`src/rtl/fb_write_port_if.sv`:
```
// -----------------------------------------------------------------------------
// fb_write_port_if
//
// Pixel write stream between a draw module (master) and the framebuffer
// write port (slave). A pixel transfers in any cycle where we && ready.
//
// Signals:
//   we     master -> slave  pixel write request
//   x, y   master -> slave  signed pixel coordinates
//   cidx   master -> slave  pixel colour index
//   ready  slave -> master  pixel accepted this cycle when we is high
//   clip   slave -> master  one-cycle pulse: an accepted pixel was off-screen
// -----------------------------------------------------------------------------
interface fb_write_port_if #(
    parameter int CORDW = 16,
    parameter int CIDXW = 4
);
    logic                    we;
    logic signed [CORDW-1:0] x;
    logic signed [CORDW-1:0] y;
    logic [CIDXW-1:0]        cidx;
    logic                    ready;
    logic                    clip;

    modport master (
        output we,
        output x,
        output y,
        output cidx,
        input  ready,
        input  clip
    );

    modport slave (
        input  we,
        input  x,
        input  y,
        input  cidx,
        output ready,
        output clip
    );
endinterface

```
`src/rtl/fb_write_port.sv`:
```
// -----------------------------------------------------------------------------
// fb_write_port
//
// Framebuffer write responder. Takes signed (x, y, cidx) pixel requests from
// draw modules, discards anything off-screen, and turns the rest into linear
// writes on the framebuffer's system-clock BRAM port. Also contains a
// clear-screen engine that fills the whole buffer with one colour index.
//
// Ports:
//   clk          system clock
//   rst_n        synchronous reset, active low
//   pix          pixel stream (slave side): we/x/y/cidx in, ready/clip out
//   clear_start  request a full-buffer fill with clear_cidx (ignored unless idle)
//   clear_cidx   fill colour, sampled together with clear_start
//   busy         clear in progress (draining the pipeline or filling)
//   clear_done   one-cycle pulse when the fill has finished
//   mem_we       memory write enable
//   mem_addr     memory write address (y*WIDTH + x, or fill address)
//   mem_cidx     memory write data
//   cnt_written  pixels written through the pixel path (wraps at 2^32)
//   cnt_clipped  pixels discarded because they were off-screen (wraps)
//
// Pixel path timing: accept at edge N, clip pulse visible after edge N,
// memory write visible after edge N+1. One pixel per cycle, no bubbles.
// -----------------------------------------------------------------------------
module fb_write_port #(
    parameter int CORDW  = 16,
    parameter int WIDTH  = 320,
    parameter int HEIGHT = 240,
    parameter int CIDXW  = 4,
    parameter int ADDRW  = $clog2(WIDTH*HEIGHT)
) (
    input  logic              clk,
    input  logic              rst_n,
    fb_write_port_if.slave    pix,
    input  logic              clear_start,
    input  logic [CIDXW-1:0]  clear_cidx,
    output logic              busy,
    output logic              clear_done,
    output logic              mem_we,
    output logic [ADDRW-1:0]  mem_addr,
    output logic [CIDXW-1:0]  mem_cidx,
    output logic [31:0]       cnt_written,
    output logic [31:0]       cnt_clipped
);

    localparam int NPIX = WIDTH * HEIGHT;
    localparam logic [ADDRW-1:0] LAST_ADDR = ADDRW'(NPIX - 1);

    // Screen limits held at coordinate width so the range test is a plain
    // signed compare of like-sized operands.
    localparam logic signed [CORDW-1:0] X_LIM = CORDW'(WIDTH);
    localparam logic signed [CORDW-1:0] Y_LIM = CORDW'(HEIGHT);

    typedef enum logic [1:0] {
        IDLE  = 2'd0,
        DRAIN = 2'd1,
        CLEAR = 2'd2,
        DONE  = 2'd3
    } state_t;

    // ------------------------------------------------------------------
    // Clear FSM state
    // ------------------------------------------------------------------
    state_t           state_reg, state_next;
    logic             drain_cnt_reg, drain_cnt_next;
    logic [ADDRW-1:0] clr_addr_reg, clr_addr_next;
    logic [CIDXW-1:0] clr_cidx_reg, clr_cidx_next;

    // ------------------------------------------------------------------
    // Pixel pipeline state
    // ------------------------------------------------------------------
    logic signed [CORDW-1:0] x1_reg;
    logic signed [CORDW-1:0] y1_reg;
    logic [CIDXW-1:0]        cidx1_reg;
    logic                    v1_reg;
    logic                    c1_reg;
    logic                    clip_reg;

    logic                    mem_we_reg;
    logic [ADDRW-1:0]        mem_addr_reg;
    logic [CIDXW-1:0]        mem_cidx_reg;
    logic [31:0]             cnt_written_reg;
    logic [31:0]             cnt_clipped_reg;
    logic                    busy_reg;
    logic                    clear_done_reg;

    logic                    ready_int;
    logic                    accept;
    logic signed [CORDW-1:0] in_x;
    logic signed [CORDW-1:0] in_y;
    logic                    in_clip;
    logic [ADDRW-1:0]        lin_addr;

    // A pixel presented alongside clear_start is refused so that nothing new
    // enters the pipeline once a clear has been requested.
    assign ready_int = (state_reg == IDLE) && !clear_start;
    assign accept    = pix.we && ready_int;
    assign pix.ready = ready_int;
    assign pix.clip  = clip_reg;

    assign in_x = pix.x;
    assign in_y = pix.y;

    // Signed compare: large negative values (e.g. -32768) stay negative and
    // are rejected rather than wrapping into the visible range.
    assign in_clip = (in_x < 0) || (in_x >= X_LIM) ||
                     (in_y < 0) || (in_y >= Y_LIM);

    // Only consumed for unclipped pixels, where both coordinates are known
    // to be non-negative, so the unsigned reinterpretation is exact.
    assign lin_addr = ADDRW'(32'(unsigned'(y1_reg)) * 32'(WIDTH) +
                             32'(unsigned'(x1_reg)));

    // ------------------------------------------------------------------
    // Clear FSM: state register
    // ------------------------------------------------------------------
    always_ff @(posedge clk) begin
        if (!rst_n) begin
            state_reg     <= IDLE;
            drain_cnt_reg <= 1'b0;
            clr_addr_reg  <= '0;
            clr_cidx_reg  <= '0;
        end else begin
            state_reg     <= state_next;
            drain_cnt_reg <= drain_cnt_next;
            clr_addr_reg  <= clr_addr_next;
            clr_cidx_reg  <= clr_cidx_next;
        end
    end

    // ------------------------------------------------------------------
    // Clear FSM: next state
    // ------------------------------------------------------------------
    always_comb begin
        state_next     = state_reg;
        drain_cnt_next = drain_cnt_reg;
        clr_addr_next  = clr_addr_reg;
        clr_cidx_next  = clr_cidx_reg;

        case (state_reg)
            IDLE: begin
                if (clear_start) begin
                    clr_cidx_next  = clear_cidx;
                    drain_cnt_next = 1'b0;
                    state_next     = DRAIN;
                end
            end
            DRAIN: begin
                // Two cycles: lets the pixels sitting in S1 and S2 reach
                // memory before the first fill write is issued.
                if (drain_cnt_reg) begin
                    clr_addr_next = '0;
                    state_next    = CLEAR;
                end else begin
                    drain_cnt_next = 1'b1;
                end
            end
            CLEAR: begin
                if (clr_addr_reg == LAST_ADDR) begin
                    state_next = DONE;
                end else begin
                    clr_addr_next = clr_addr_reg + ADDRW'(1);
                end
            end
            DONE: begin
                state_next = IDLE;
            end
            default: begin
                state_next = IDLE;
            end
        endcase
    end

    // ------------------------------------------------------------------
    // Pixel pipeline, memory port and counters
    // ------------------------------------------------------------------
    always_ff @(posedge clk) begin
        if (!rst_n) begin
            x1_reg          <= '0;
            y1_reg          <= '0;
            cidx1_reg       <= '0;
            v1_reg          <= 1'b0;
            c1_reg          <= 1'b0;
            clip_reg        <= 1'b0;
            mem_we_reg      <= 1'b0;
            mem_addr_reg    <= '0;
            mem_cidx_reg    <= '0;
            cnt_written_reg <= '0;
            cnt_clipped_reg <= '0;
            busy_reg        <= 1'b0;
            clear_done_reg  <= 1'b0;
        end else begin
            // S1: capture the request and its on/off-screen verdict.
            v1_reg    <= accept;
            c1_reg    <= in_clip;
            clip_reg  <= accept && in_clip;
            x1_reg    <= in_x;
            y1_reg    <= in_y;
            cidx1_reg <= pix.cidx;

            if (accept && in_clip) begin
                cnt_clipped_reg <= cnt_clipped_reg + 32'd1;
            end

            // S2 / fill: the drain period guarantees these never coincide,
            // so a simple priority select is enough.
            mem_we_reg <= 1'b0;
            if (state_reg == CLEAR) begin
                mem_we_reg   <= 1'b1;
                mem_addr_reg <= clr_addr_reg;
                mem_cidx_reg <= clr_cidx_reg;
            end else if (v1_reg && !c1_reg) begin
                mem_we_reg      <= 1'b1;
                mem_addr_reg    <= lin_addr;
                mem_cidx_reg    <= cidx1_reg;
                cnt_written_reg <= cnt_written_reg + 32'd1;
            end

            // Registered from the next state so they line up with the state
            // they describe.
            busy_reg       <= (state_next == DRAIN) || (state_next == CLEAR);
            clear_done_reg <= (state_next == DONE);
        end
    end

    assign busy        = busy_reg;
    assign clear_done  = clear_done_reg;
    assign mem_we      = mem_we_reg;
    assign mem_addr    = mem_addr_reg;
    assign mem_cidx    = mem_cidx_reg;
    assign cnt_written = cnt_written_reg;
    assign cnt_clipped = cnt_clipped_reg;

endmodule

```
`src/flat_wrapper.sv`:
```
// flat-port wrapper written by rule: the top's interface ports become plain ports
module fb_write_port_flat 
#(
    parameter int CORDW  = 16,
    parameter int WIDTH  = 320,
    parameter int HEIGHT = 240,
    parameter int CIDXW  = 4,
    parameter int ADDRW  = $clog2(WIDTH*HEIGHT)
)
  (clk, rst_n, clear_start, clear_cidx, busy, clear_done, mem_we, mem_addr, mem_cidx, cnt_written, cnt_clipped, pix_we, pix_x, pix_y, pix_cidx, pix_ready, pix_clip);
  fb_write_port_if #(.CORDW(CORDW), .CIDXW(CIDXW)) pix_i ();
  input  logic clk;
  input  logic rst_n;
  input  logic clear_start;
  input  logic [CIDXW-1:0] clear_cidx;
  output logic busy;
  output logic clear_done;
  output logic mem_we;
  output logic [ADDRW-1:0] mem_addr;
  output logic [CIDXW-1:0] mem_cidx;
  output logic [31:0] cnt_written;
  output logic [31:0] cnt_clipped;
  input wire logic [$bits(pix_i.we)-1:0] pix_we;
  input wire logic [$bits(pix_i.x)-1:0] pix_x;
  input wire logic [$bits(pix_i.y)-1:0] pix_y;
  input wire logic [$bits(pix_i.cidx)-1:0] pix_cidx;
  output wire logic [$bits(pix_i.ready)-1:0] pix_ready;
  output wire logic [$bits(pix_i.clip)-1:0] pix_clip;
  assign pix_i.we = pix_we;
  assign pix_i.x = pix_x;
  assign pix_i.y = pix_y;
  assign pix_i.cidx = pix_cidx;
  assign pix_ready = pix_i.ready;
  assign pix_clip = pix_i.clip;
  fb_write_port #(.CORDW(CORDW), .WIDTH(WIDTH), .HEIGHT(HEIGHT), .CIDXW(CIDXW), .ADDRW(ADDRW)) u_core (.clk(clk), .rst_n(rst_n), .pix(pix_i), .clear_start(clear_start), .clear_cidx(clear_cidx), .busy(busy), .clear_done(clear_done), .mem_we(mem_we), .mem_addr(mem_addr), .mem_cidx(mem_cidx), .cnt_written(cnt_written), .cnt_clipped(cnt_clipped));
endmodule
```
`config.mk`:
```
export PLATFORM = sky130hd
export DESIGN_NAME = fb_write_port_flat
export DESIGN_NICKNAME = d
export VERILOG_FILES = /design/src/rtl/fb_write_port_if.sv /design/src/rtl/fb_write_port.sv /design/src/flat_wrapper.sv
export SDC_FILE = /design/constraint.sdc
export NUM_CORES = 1
export LEC_CHECK = 0
export BUFFER_PORTS_ARGS = -buffer_cell sky130_fd_sc_hd__buf_2
export CORE_MARGIN = 4
export CORE_UTILIZATION = 32
export CTS_CLUSTER_SIZE = 10
export DETAILED_ROUTE_END_ITERATION = 12
export PLACE_DENSITY = 0.55
export SYNTH_ARGS = -nofsm -noshare
export SYNTH_HDL_FRONTEND = slang
export SYNTH_SLANG_ARGS = --single-unit
export TNS_END_PERCENT = 50
```
`constraint.sdc`:
```
create_clock -name clk -period 3.45 [get_ports clk]
set_input_delay 0.69 -clock clk [delete_from_list [all_inputs] [get_ports clk]]
set_output_delay 0.69 -clock clk [all_outputs]
set_load 0.03 [all_outputs]
```
==> results of run 1 <==
critical path: cells and delay by family, from the launching register on:
family	cells	cell delay, ns
AOI/OAI and AO/OA	6	0.97
adders and majority gates	4	1.22
DFF	1	0.32
and+or+nand+nor	2	0.44
xor gates and xnor gates	1	0.14
routing by layer:
layer / up-vias / track usage / wire length [µm] / part of all wire
met4: 0 / 0.0412 / 231 / 0.014
met1: 2560 / 0.194 / 8110 / 0.48
met3: 16 / 0.0389 / 721 / 0.043
met2: 108 / 0.237 / 7720 / 0.46
li1: 2906 / - / - / -
met5: - / 0 / 0 / 0
per-stage QoR:
step / instance area, µm² / cells / hold WS, ns / setup slack, ns
after floorplan: 6710 / 764 / 0.437 / 0.396
after global placement: 7680 / 1147 / 0.447 / 0.192
after detailed placement: 7680 / 1147 / 0.451 / 0.113
after CTS: 8260 / 1179 / 0.460 / 0.0862
after global routing: 8260 / 1179 / 0.469 / 0.0278
final: 8260 / 1179 / 0.456 / 0.240
cell type report:
type / instances / area, µm²
Fill cell: 2123 / 12200
Multi-Input combinational cell: 574 / 3620
Sequential cell: 146 / 2920
Timing Repair Buffer: 141 / 738
Clock buffer: 23 / 478
Tap cell: 270 / 338
Clock inverter: 9 / 104
Inverter: 16 / 60.1
power by group:
| group | internal [mW] | switching [mW] | total [mW] | leakage, nW |
|---|---|---|---|---|
| logic | 0.147 | 0.223 | 0.370 | 2.01 |
| registers | 1.73 | 0.0225 | 1.75 | 1.19 |
| clock network | 1.12 | 0.704 | 1.82 | 0.283 |
repair_timing:
item | in CTS | in global routing
hold buffers | 0 | 0
endpoints found under the setup margin | 0 | 1
hold endpoints to repair | 0 | 0
gates resized for setup | 0 | 2
placed cells by master (no fill, tap or decap), types with 23 or more instances in the layout:
cell type | Yosys | layout
and2_1 | 44 | 44
ha_1 | 33 | 33
dfxtp_1 | 146 | 146
nand3_1 | 33 | 33
xnor2_1 | 34 | 34
nand2_1 | 67 | 67
a21oi_1 | 61 | 60
nor2_1 | 102 | 102
buf_2 | 4 | 133
xor2_1 | 45 | 45
nand4_1 | 23 | 23
o21ai_0 | 25 | 24
final timing paths:
kind                            endpoint  slack [ns]                   start
hold / removal    u_core.clr_cidx_reg[1]        0.46  u_core.clr_cidx_reg[1]
setup / recovery     u_core.mem_addr[16]        0.24        u_core.y1_reg[1]
setup reg to reg     u_core.mem_addr[16]        0.24        u_core.y1_reg[1]
hold reg to reg   u_core.clr_cidx_reg[1]        0.46  u_core.clr_cidx_reg[1]
kinds of logic after synthesis:
| group | share of synthesized area |
|---|---|
| adder cells (fa/ha/maj) | 0.0675 |
| buffers and inverters | 0.0254 |
| AND/OR/NAND/NOR | 0.260 |
| multiplexers | 0.00448 |
| AO/OA/AOI/OAI | 0.104 |
| XOR/XNOR | 0.103 |
| flip-flops | 0.436 |
==> run_results.csv, run 1 <==
group,metric,value,unit
worst_setup_path,worstPathMaxFanout,4,
drt,drc_violation_count_after_routing,0,
logic_synthesis,synth-async-reset-ratio,0,
logic_synthesis,cells_after_synth,764,
logic_synthesis,yosys_warnings,0,
logic_synthesis,yosys_register_bits,146,
logic_synthesis,seq_area_frac_synth,0.436,
worst_setup_path,end_kind,"flop",
drt,post_drt_wl_per_cell,14.2,µm
logic_synthesis,synth.most_common_cell,"dfxtp_1",
worst_setup_path,crit_arrival,3.52,ns
floorplanning,rows,52,
floorplanning,initial_utilization,0.328,
logic_synthesis,number_of_synthesized_flops_with_an_enable_pin,0,
timing,layout_min_cycle_time,3.21,ns
grt,global_router_s_overall_resource_usage,0.147,
logic_synthesis,syn_nets,843,
timing,finalSetupViolCount,0,
placement,finalWeightedCongestion,0.781,
logic_synthesis,synthesis.area_per_instance,8.78,µm²
finish,finish.net_count,975,
grt,first_global_vias,5403,
worst_setup_path,path_cells,"ha_1 > ha_1 > fa_1 > a21o_2 > a21oi_1 > xnor2_1 > ha_1 > a21oi_2 > nand2_1 > o21ai_1 > a21oi_1 > or3_1 > o311ai_1",
worst_hold_path,min_delay_path_depth,2,
drt,via_per_inst,4.74,
worst_setup_path,crit_path_frequent_cell,"ha_1",
clocking,cts-root-to-sink-buffers,2,
finish,n_antenna_cell,0,
clocking,cts.repair_timing.setup_buffer_count,0,
worst_setup_path,crit_path_start_kind,"flop",
timing,final_min_period_over_clock_period,0.930,
grt,number_of_antenna_violations_at_the_first_check_in_global_routing,0,
logic_synthesis,synth.area.top_cells,"dfxtp_1 (44%), ha_1 (6.2%), xor2_1 (5.9%)",
logic_synthesis,synth_top_cell_area_share,0.436,
worst_setup_path,required,3.76,ns
clocking,htreeDepth,4,
clocking,tritoncts.num_buffers,17,
worst_hold_path,hp-class,"reg2reg",
timing,fin_setup_tns,0,ns
clocking,clk_transition_reported_paths,0.06,ns
drt,drtAntennaViolNets,0,
worst_setup_path,path_class,"reg2reg",
worst_setup_path,critical_path.max_stage_delay,0.41,ns
drt,drt_total_wl,16800,µm
placement,place.detailed.hpwl,12200,µm
placement,port_buffers,133,
grt,grt.overflow.total,0,
logic_synthesis,syn_area,6710,µm²
worst_setup_path,reg2reg_depth,13,
timing,timing.final.max_slew_violations,0,
timing,worst_slew_margin_rel,0.476,
grt,grt_start_max_net_pins,52,
floorplanning,core_area,20400,µm²
logic_synthesis,netlist_top_cells_count,"dfxtp_1 (146), nor2_1 (102), nand2_1 (67), a21oi_1 (61), xor2_1 (45)",
drt,detailroute.via_count,5590,
floorplanning,dieArea,23300,µm²
logic_synthesis,post-synth-top-area-cell,"dfxtp_1",
clocking,clk-insertion-delay-late,0.42,ns
power_and_ir_drop,report.power.total,3.94,mW
timing,max_freq,0.312,GHz
finish,layout-drive-gt1-share,0.202,
power_and_ir_drop,max-vdd-ir-drop,0.286,mV
timing,rsz0062_at_grt,"no",
clocking,tritoncts,"yes",
logic_synthesis,post_synth_num_cell_types,55,
drt,drt_pass_1_iters,5,
finish,area.growth.synth_to_final,23.1,%
timing,finalClockSkew,0.00750,ns
worst_setup_path,crit_slowest_cell,"fa_1",
logic_synthesis,ys.flop_type,"dfxtp_1",
timing,worst_slew_pin_slew,0.787,ns
timing,final_hold_violation_count,0,
finish,fin_util,0.404,
floorplanning,boundaryPins,134,
clocking,cts.sink_count,146,
floorplanning,die-height,153,µm
power_and_ir_drop,power.leakage,3.48,nW
drt,initialDrtViolationCount,267,
clocking,clockRootBuffer,"clkbuf_16",
outcome,run_status,"completed",
power_and_ir_drop,pwr_density_cell,477,nW/µm²
floorplanning,die_width,153,µm
grt,grt_first_pass_wirelength,28200,µm
job,cap_violations,0,
No activity file was read; power rests on OpenSTA's default activity.
==> run 2, diff against run 1 <==
Settings changed: ABC_AREA from default to 1, PLACE_DENSITY 0.55 to 0.54.
==> run 2 against run 1 <==
Hold slack gained 0.00065 ns. Largest power group unchanged. Count of clock-buffer cells in the layout shrank 3. Setup slack gained 0.31 ns. Area after synthesis grew 23%.
==> run_results.csv, run 2 <==
group,metric,value,unit
logic_synthesis,synth_mux_area_frac,0,
worst_setup_path,crit_path_start_kind,"flop",
power_and_ir_drop,power.leakage,4.27,nW
drt,via_per_inst,4.69,
power_and_ir_drop,total_switching_power,1.07,mW
worst_setup_path,crit_arrival,3.25,ns
logic_synthesis,adder_cell_share_of_the_synthesized_area,0.0548,
clocking,clk_transition_reported_paths,0.06,ns
grt,number_of_antenna_violations_at_the_first_check_in_global_routing,2,
timing,rsz0062_at_grt,"no",
logic_synthesis,cells_after_synth,1281,
drt,post_drt_wl_per_cell,13.8,µm
finish,most_common_library_cell_in_the_layout_ignoring_fill_and_taps,"nand2_1",
worst_setup_path,reg2reg_depth,18,
finish,area.growth.synth_to_final,19.0,%
timing,finalClockSkew,0.0157,ns
logic_synthesis,synth.most_common_cell,"nand2_1",
logic_synthesis,synth.area.top_cells,"dfxtp_1 (35%), nand2_1 (20%), nor2_1 (6.6%)",
timing,worst_slew_pin_slew,0.727,ns
clocking,clockRootBuffer,"clkbuf_16",
worst_setup_path,end_kind,"flop",
power_and_ir_drop,pwr-share-clk,0.471,
logic_synthesis,yosys_register_bits,146,
clocking,post_cts.resized_instances,0,
floorplanning,die-height,169,µm
floorplanning,core_area,25300,µm²
timing,layout_min_cycle_time,2.90,ns
timing,final_hold_violation_count,0,
clocking,cts_hold_buffers,0,
drt,drt_pass_1_iters,5,
logic_synthesis,ys.flop_type,"dfxtp_1",
drt,drc_violation_count_after_routing,0,
placement,finalWeightedCongestion,0.890,
drt,drt_total_wl,24200,µm
grt,global_route_met3_utilization,0.0318,
logic_synthesis,synth_top_cell_area_share,0.353,
outcome,run_status,"completed",
worst_setup_path,worstPathMaxFanout,4,
logic_synthesis,synth-async-reset-ratio,0,
power_and_ir_drop,netSwitchingFraction,0.262,
clocking,clk-insertion-delay-late,0.43,ns
logic_synthesis,synthXorXnorAreaFrac,0.0275,
finish,mostFrequentLayoutCells,"nand2_1 (436), dfxtp_1 (146), nor2_1 (145)",
logic_synthesis,post_synth_num_cell_types,40,
logic_synthesis,synthesis.area_per_instance,6.46,µm²
job,cap_violations,0,
grt,met1_capacity_usage_during_global_routing,0.228,
logic_synthesis,syn_area,8270,µm²
floorplanning,boundaryPins,134,
finish,layoutNonFillerInstCount,1748,
drt,initialDrtViolationCount,490,
power_and_ir_drop,pwr-share-comb,0.099,
logic_synthesis,netlist_top_cells_count,"nand2_1 (436), dfxtp_1 (146), nor2_1 (145), inv_1 (142), a21oi_1 (90)",
placement,port_buffers,133,
grt,grt.overflow.total,0,
placement,place.detailed.hpwl,18300,µm
logic_synthesis,combinational_family_with_the_most_area_after_synthesis,"simple AND/OR/NAND/NOR gates",
power_and_ir_drop,seqPwrFrac,0.430,
worst_hold_path,min_delay_path_depth,3,
clocking,htreeDepth,4,
power_and_ir_drop,max-vdd-ir-drop,0.202,mV
floorplanning,dieArea,28500,µm²
drt,detailroute.via_count,8206,
timing,final_min_period_over_clock_period,0.841,
grt,grt-busiest-layer,"met2",
clocking,tritoncts.num_buffers,17,
timing,timing.final.max_slew_violations,0,
timing,fin_setup_tns,0,ns
finish,filler_cell_count,2766,
floorplanning,initial_utilization,0.327,
grt,grt_first_pass_wirelength,39700,µm
timing,finalSetupViolCount,0,
finish,fin_util,0.389,
timing,worst_slew_margin_rel,0.515,
clocking,cts-root-to-sink-buffers,2,
clocking,tritoncts,"yes",
worst_setup_path,required,3.80,ns
floorplanning,die_width,169,µm
logic_synthesis,yosys.area_share.simple,0.382,
logic_synthesis,number_of_synthesized_flops_with_an_enable_pin,0,
clocking,cts.sink_count,146,
placement,dpl.cell_count,1716,
logic_synthesis,syn_nets,1360,
grt,grt_start_max_net_pins,46,
logic_synthesis,seq_area_frac_synth,0.353,
logic_synthesis,post-synth-top-area-cell,"dfxtp_1",
logic_synthesis,yosys_warnings,0,
worst_setup_path,path_class,"reg2reg",
drt,drtAntennaViolNets,0,
finish,layout-drive-gt1-share,0.149,
logic_synthesis,fraction_of_the_mapped_netlist_area_in_compound_gates,0.0923,
grt,groute.layer.met2.usage,0.280,
floorplanning,rows,58,
power_and_ir_drop,pwr_density_cell,414,nW/µm²
clocking,cts.repair_timing.setup_buffer_count,0,
worst_hold_path,hp-class,"in2reg",
grt,first_global_vias,7690,
grt,global_router_s_overall_resource_usage,0.170,
finish,finish.net_count,1484,
timing,hold_slack,0.456,ns
power_and_ir_drop,power_report.internal_total,3.01,mW
timing,max_freq,0.345,GHz
power_and_ir_drop,report.power.total,4.08,mW
[run 2: changes by cell type after synthesis, sizes merged, moves of 10 or more]
cell / previous run / this run
a31oi: 0 / 14
and2: 44 / 3
nand2: 68 / 443
and3: 10 / 0
xnor2: 34 / 8
nand3b: 3 / 14
and4: 13 / 0
inv: 15 / 152
nor3: 11 / 38
a21oi: 63 / 90
nor2: 102 / 160
xor2: 45 / 18
nand3: 33 / 65
[run 2: cells by family after synthesis]
kind of cell / after synthesis
AND/OR/NAND/NOR: 741
flip-flops: 146
adder cells (fa/ha/maj): 35
AO/OA/AOI/OAI: 145
buffers and inverters: 188
XOR/XNOR: 26
[run 2: layout make-up]
type | instances | area [µm²] | area share
clock buffer | 20 | 437 | 0.0444
inverter | 154 | 583 | 0.0592
antenna | 1 | 2.50 | 0.000254
sequential | 146 | 2920 | 0.297
multi-input combinational | 947 | 4600 | 0.468
timing repair buffer | 139 | 723 | 0.0735
tap | 330 | 413 | 0.0420
clock inverter | 11 | 156 | 0.0159
[run 2: worst max-delay path, cell delays in order, from the launching register on]
cell	delay, ns
dfxtp_1	0.33
ha_1	0.30
ha_1	0.23
fa_1	0.41
nand3_1	0.10
nand2_1	0.08
nand2_1	0.06
nand2_1	0.05
a21oi_1	0.15
xnor2_1	0.08
ha_1	0.34
nand2_1	0.09
nor2_1	0.15
nand3_1	0.09
nand3_1	0.10
inv_1	0.04
nand2_1	0.05
nand3_1	0.06
a21oi_1	0.12
[run 2: through the flow]
step / instance area, µm² / setup slack, ns
5_1_grt: 9840 / 0.263
6_report: 9840 / 0.549
4_1_cts: 9840 / 0.517
2_1_floorplan: 8270 / 0.767
3_3_place_gp: 9250 / 0.574
3_5_place_dp: 9250 / 0.526
[run 2: worst paths after layout]
kind / from / slack, ns / to
hold reg to reg: u_core.x1_reg[4] / 0.47 / u_core.mem_addr[4]
setup reg to reg: u_core.y1_reg[1] / 0.55 / u_core.mem_addr[16]
hold / removal: pix_x[3] / 0.46 / u_core.x1_reg[3]
setup / recovery: u_core.y1_reg[1] / 0.55 / u_core.mem_addr[16]
[run 2: power by group through the flow]
| stage | clock [mW] | combinational, mW | sequential (mW) |
|---|---|---|---|
| global placement | 0 | 0.408 | 1.79 |
| floorplan | 0 | 0.280 | 1.80 |
| finish | 1.92 | 0.405 | 1.75 |
| detailed placement | 0 | 0.408 | 1.79 |
| CTS | 1.97 | 0.411 | 1.75 |
| global route | 2.04 | 0.466 | 1.76 |
[run 2: layer usage]
metal	vias up	wire length, µm
met1	3728	11600
li1	4300	-
met3	26	1080
met2	150	11100
met4	2	327
met5	-	8
==> run 3, diff against run 2 <==
Settings changed: PLACE_DENSITY 0.54 to 0.56.
Clock period 3.45 ns to 2.39 ns, I/O delays scaled along.
==> run 3 against run 2 <==
The flow now finishes with violations (setup timing). Count of clock-buffer cells in the layout unchanged. Sequential share of layout area is 1.1 points lower. Critical path depth down 4. Setup slack got worse by 0.75 ns. Critical endpoint is now u_core.mem_addr[12]. Power grew 46%. Die area stayed put. Sequential power grew 45%. Wire length is 0.82% higher. Via count is 2.8% higher. Non-clock buffer count increased by 30. Core utilization grew 1.6 points. Fmax up 12%.
==> run_results.csv, run 3 (synthesis results as in run 2) <==
group,metric,value,unit
outcome,run_status,"complete, but fails checks",
outcome,failed_checks,"setup timing",
worst_setup_path,worstPathMaxFanout,3,
power_and_ir_drop,seqPwrFrac,0.425,
timing,finalClockSkew,0.0138,ns
worst_setup_path,worst-r2r-setup-slack,-0.20,ns
drt,post_drt_wl_per_cell,13.7,µm
worst_setup_path,crit_slowest_cell,"fa_2",
finish,most_common_library_cell_in_the_layout_ignoring_fill_and_taps,"nand2_1",
worst_setup_path,critical_path.max_stage_delay,0.37,ns
placement,finalWeightedCongestion,0.879,
finish,mostFrequentLayoutCells,"nand2_1 (431), nor2_1 (142), dfxtp_1 (142)",
drt,detailroute.via_count,8435,
floorplanning,boundaryPins,134,
drt,drt_pass_1_iters,5,
floorplanning,initial_utilization,0.327,
grt,first_global_vias,8061,
grt,global_router_s_overall_resource_usage,0.173,
clocking,tritoncts.num_buffers,17,
floorplanning,die-height,169,µm
clocking,clk_transition_reported_paths,0.07,ns
timing,worst_slew_pin_slew,0.527,ns
timing,final_min_period_over_clock_period,1.08,
floorplanning,rows,58,
worst_setup_path,path_class,"reg2reg",
job,cap_violations,0,
worst_hold_path,hp-class,"in2reg",
grt,grt_start_max_net_pins,34,
floorplanning,core_area,25300,µm²
drt,via_per_inst,4.74,
floorplanning,dieArea,28500,µm²
clocking,tritoncts,"yes",
finish,area.growth.synth_to_final,24.0,%
grt,grt.overflow.total,0,
grt,number_of_antenna_violations_at_the_first_check_in_global_routing,1,
drt,initialDrtViolationCount,509,
timing,final.setup.worst_slack,-0.196,ns
timing,finalSetupViolCount,6,
worst_setup_path,path_cells,"ha_4 > ha_4 > fa_2 > buf_4 > xor2_1 > ha_1 > nand2_2 > inv_2 > nand2_1 > nand2_2 > a21oi_2 > or2_2 > nand3_1 > a21oi_1",
timing,max_freq,0.387,GHz
power_and_ir_drop,pwr_density_cell,580,nW/µm²
power_and_ir_drop,power.leakage,4.42,nW
power_and_ir_drop,netSwitchingFraction,0.274,
timing,fin_setup_tns,-0.784,ns
power_and_ir_drop,pwr-share-clk,0.453,
clocking,cts-root-to-sink-buffers,2,
worst_setup_path,crit_arrival,2.88,ns
power_and_ir_drop,power_report.internal_total,4.32,mW
drt,drc_violation_count_after_routing,0,
clocking,htreeDepth,4,
drt,drt_total_wl,24400,µm
power_and_ir_drop,report.power.total,5.95,mW
clocking,cts.sink_count,146,
finish,n_antenna_cell,0,
placement,port_buffers,133,
power_and_ir_drop,total_switching_power,1.63,mW
clocking,clk-insertion-delay-late,0.43,ns
power_and_ir_drop,pwr-share-comb,0.121,
timing,timing.final.max_slew_violations,0,
grt,grt_first_pass_wirelength,40500,µm
clocking,clockRootBuffer,"clkbuf_16",
worst_setup_path,end_kind,"flop",
power_and_ir_drop,max-vdd-ir-drop,0.322,mV
worst_setup_path,crit_path_start_kind,"flop",
finish,layout-drive-gt1-share,0.195,
timing,worst_slew_margin_rel,0.648,
worst_setup_path,required,2.69,ns
timing,layout_min_cycle_time,2.59,ns
finish,finish.net_count,1514,
floorplanning,die_width,169,µm
timing,final_hold_violation_count,0,
drt,drtAntennaViolNets,0,
placement,place.detailed.hpwl,18700,µm
timing,rsz0062_at_grt,"yes",
## run 3: cell types whose count changed in the layout (fill, tap and decap cells not counted), sizes merged
cell	before	now
diode	1	0
clkinv	6	5
bufinv	3	1
buf	139	169
inv	154	158
## run 3: per-layer routing
layer / GRT usage / wire (µm)
met5: 0 / 13
met4: 0.0434 / 221
met3: 0.0290 / 998
met2: 0.284 / 11300
met1: 0.236 / 11800
## run 3: stage by stage
step           hold WS, ns  instance area (µm²)   util  setup slack (ns)  cells
2_1_floorplan        0.445                 8310      -            -0.127   1281
3_3_place_gp         0.455                 9480  0.374            -0.242   1743
3_5_place_dp         0.456                 9480  0.374            -0.280   1743
4_1_cts              0.214                10200  0.402            -0.228   1777
5_1_grt              0.232                10300  0.405            -0.345   1778
6_report             0.239                10300  0.405            -0.196   1778
## run 3: worst paths after layout
| kind | cells past startpoint | to | from |
|---|---|---|---|
| setup / recovery | 14 | u_core.mem_addr[12] | u_core.y1_reg[1] |
| hold / removal | 3 | u_core.x1_reg[2] | pix_x[2] |
| setup reg to reg | 14 | u_core.mem_addr[12] | u_core.y1_reg[1] |
| hold reg to reg | 2 | u_core.drain_cnt_reg | u_core.drain_cnt_reg |
## run 3: critical path, delay by kind of cell (launching register included)
family                     cells  cell delay (ns)
AOI/OAI and AO/OA              2             0.10
buffers and inverters          2             0.20
and+or+nand+nor                5             0.57
xor gates and xnor gates       1             0.13
DFF                            1             0.34
adders and majority gates      4             1.12
## run 3: final cells by class
cell class	count	area [µm²]
clock buffers	20	467
clock inverters	12	119
fillers	2731	15100
inverters	154	583
multi-input cells	947	4800
flip-flops and latches	146	2930
well taps	330	413
repair buffers	169	940
## run 3: timing repair
| item | CTS | global route |
|---|---|---|
| endpoints found under the hold margin | 0 | 0 |
| hold buffers | 0 | 0 |
| setup buffers | 3 | 1 |
| endpoints found under the setup margin | 6 | 6 |
| pin swaps | 27 | 13 |
| resized for setup | 17 | 16 |
## run 3: power groups by stage
stage	Sequential, mW	Combinational, mW	Clock, mW
finish	2.53	0.721	2.70
global route	2.54	0.809	2.88
CTS	2.53	0.698	2.78
detailed placement	2.58	0.656	0
global placement	2.58	0.654	0
floorplan	2.60	0.410	0
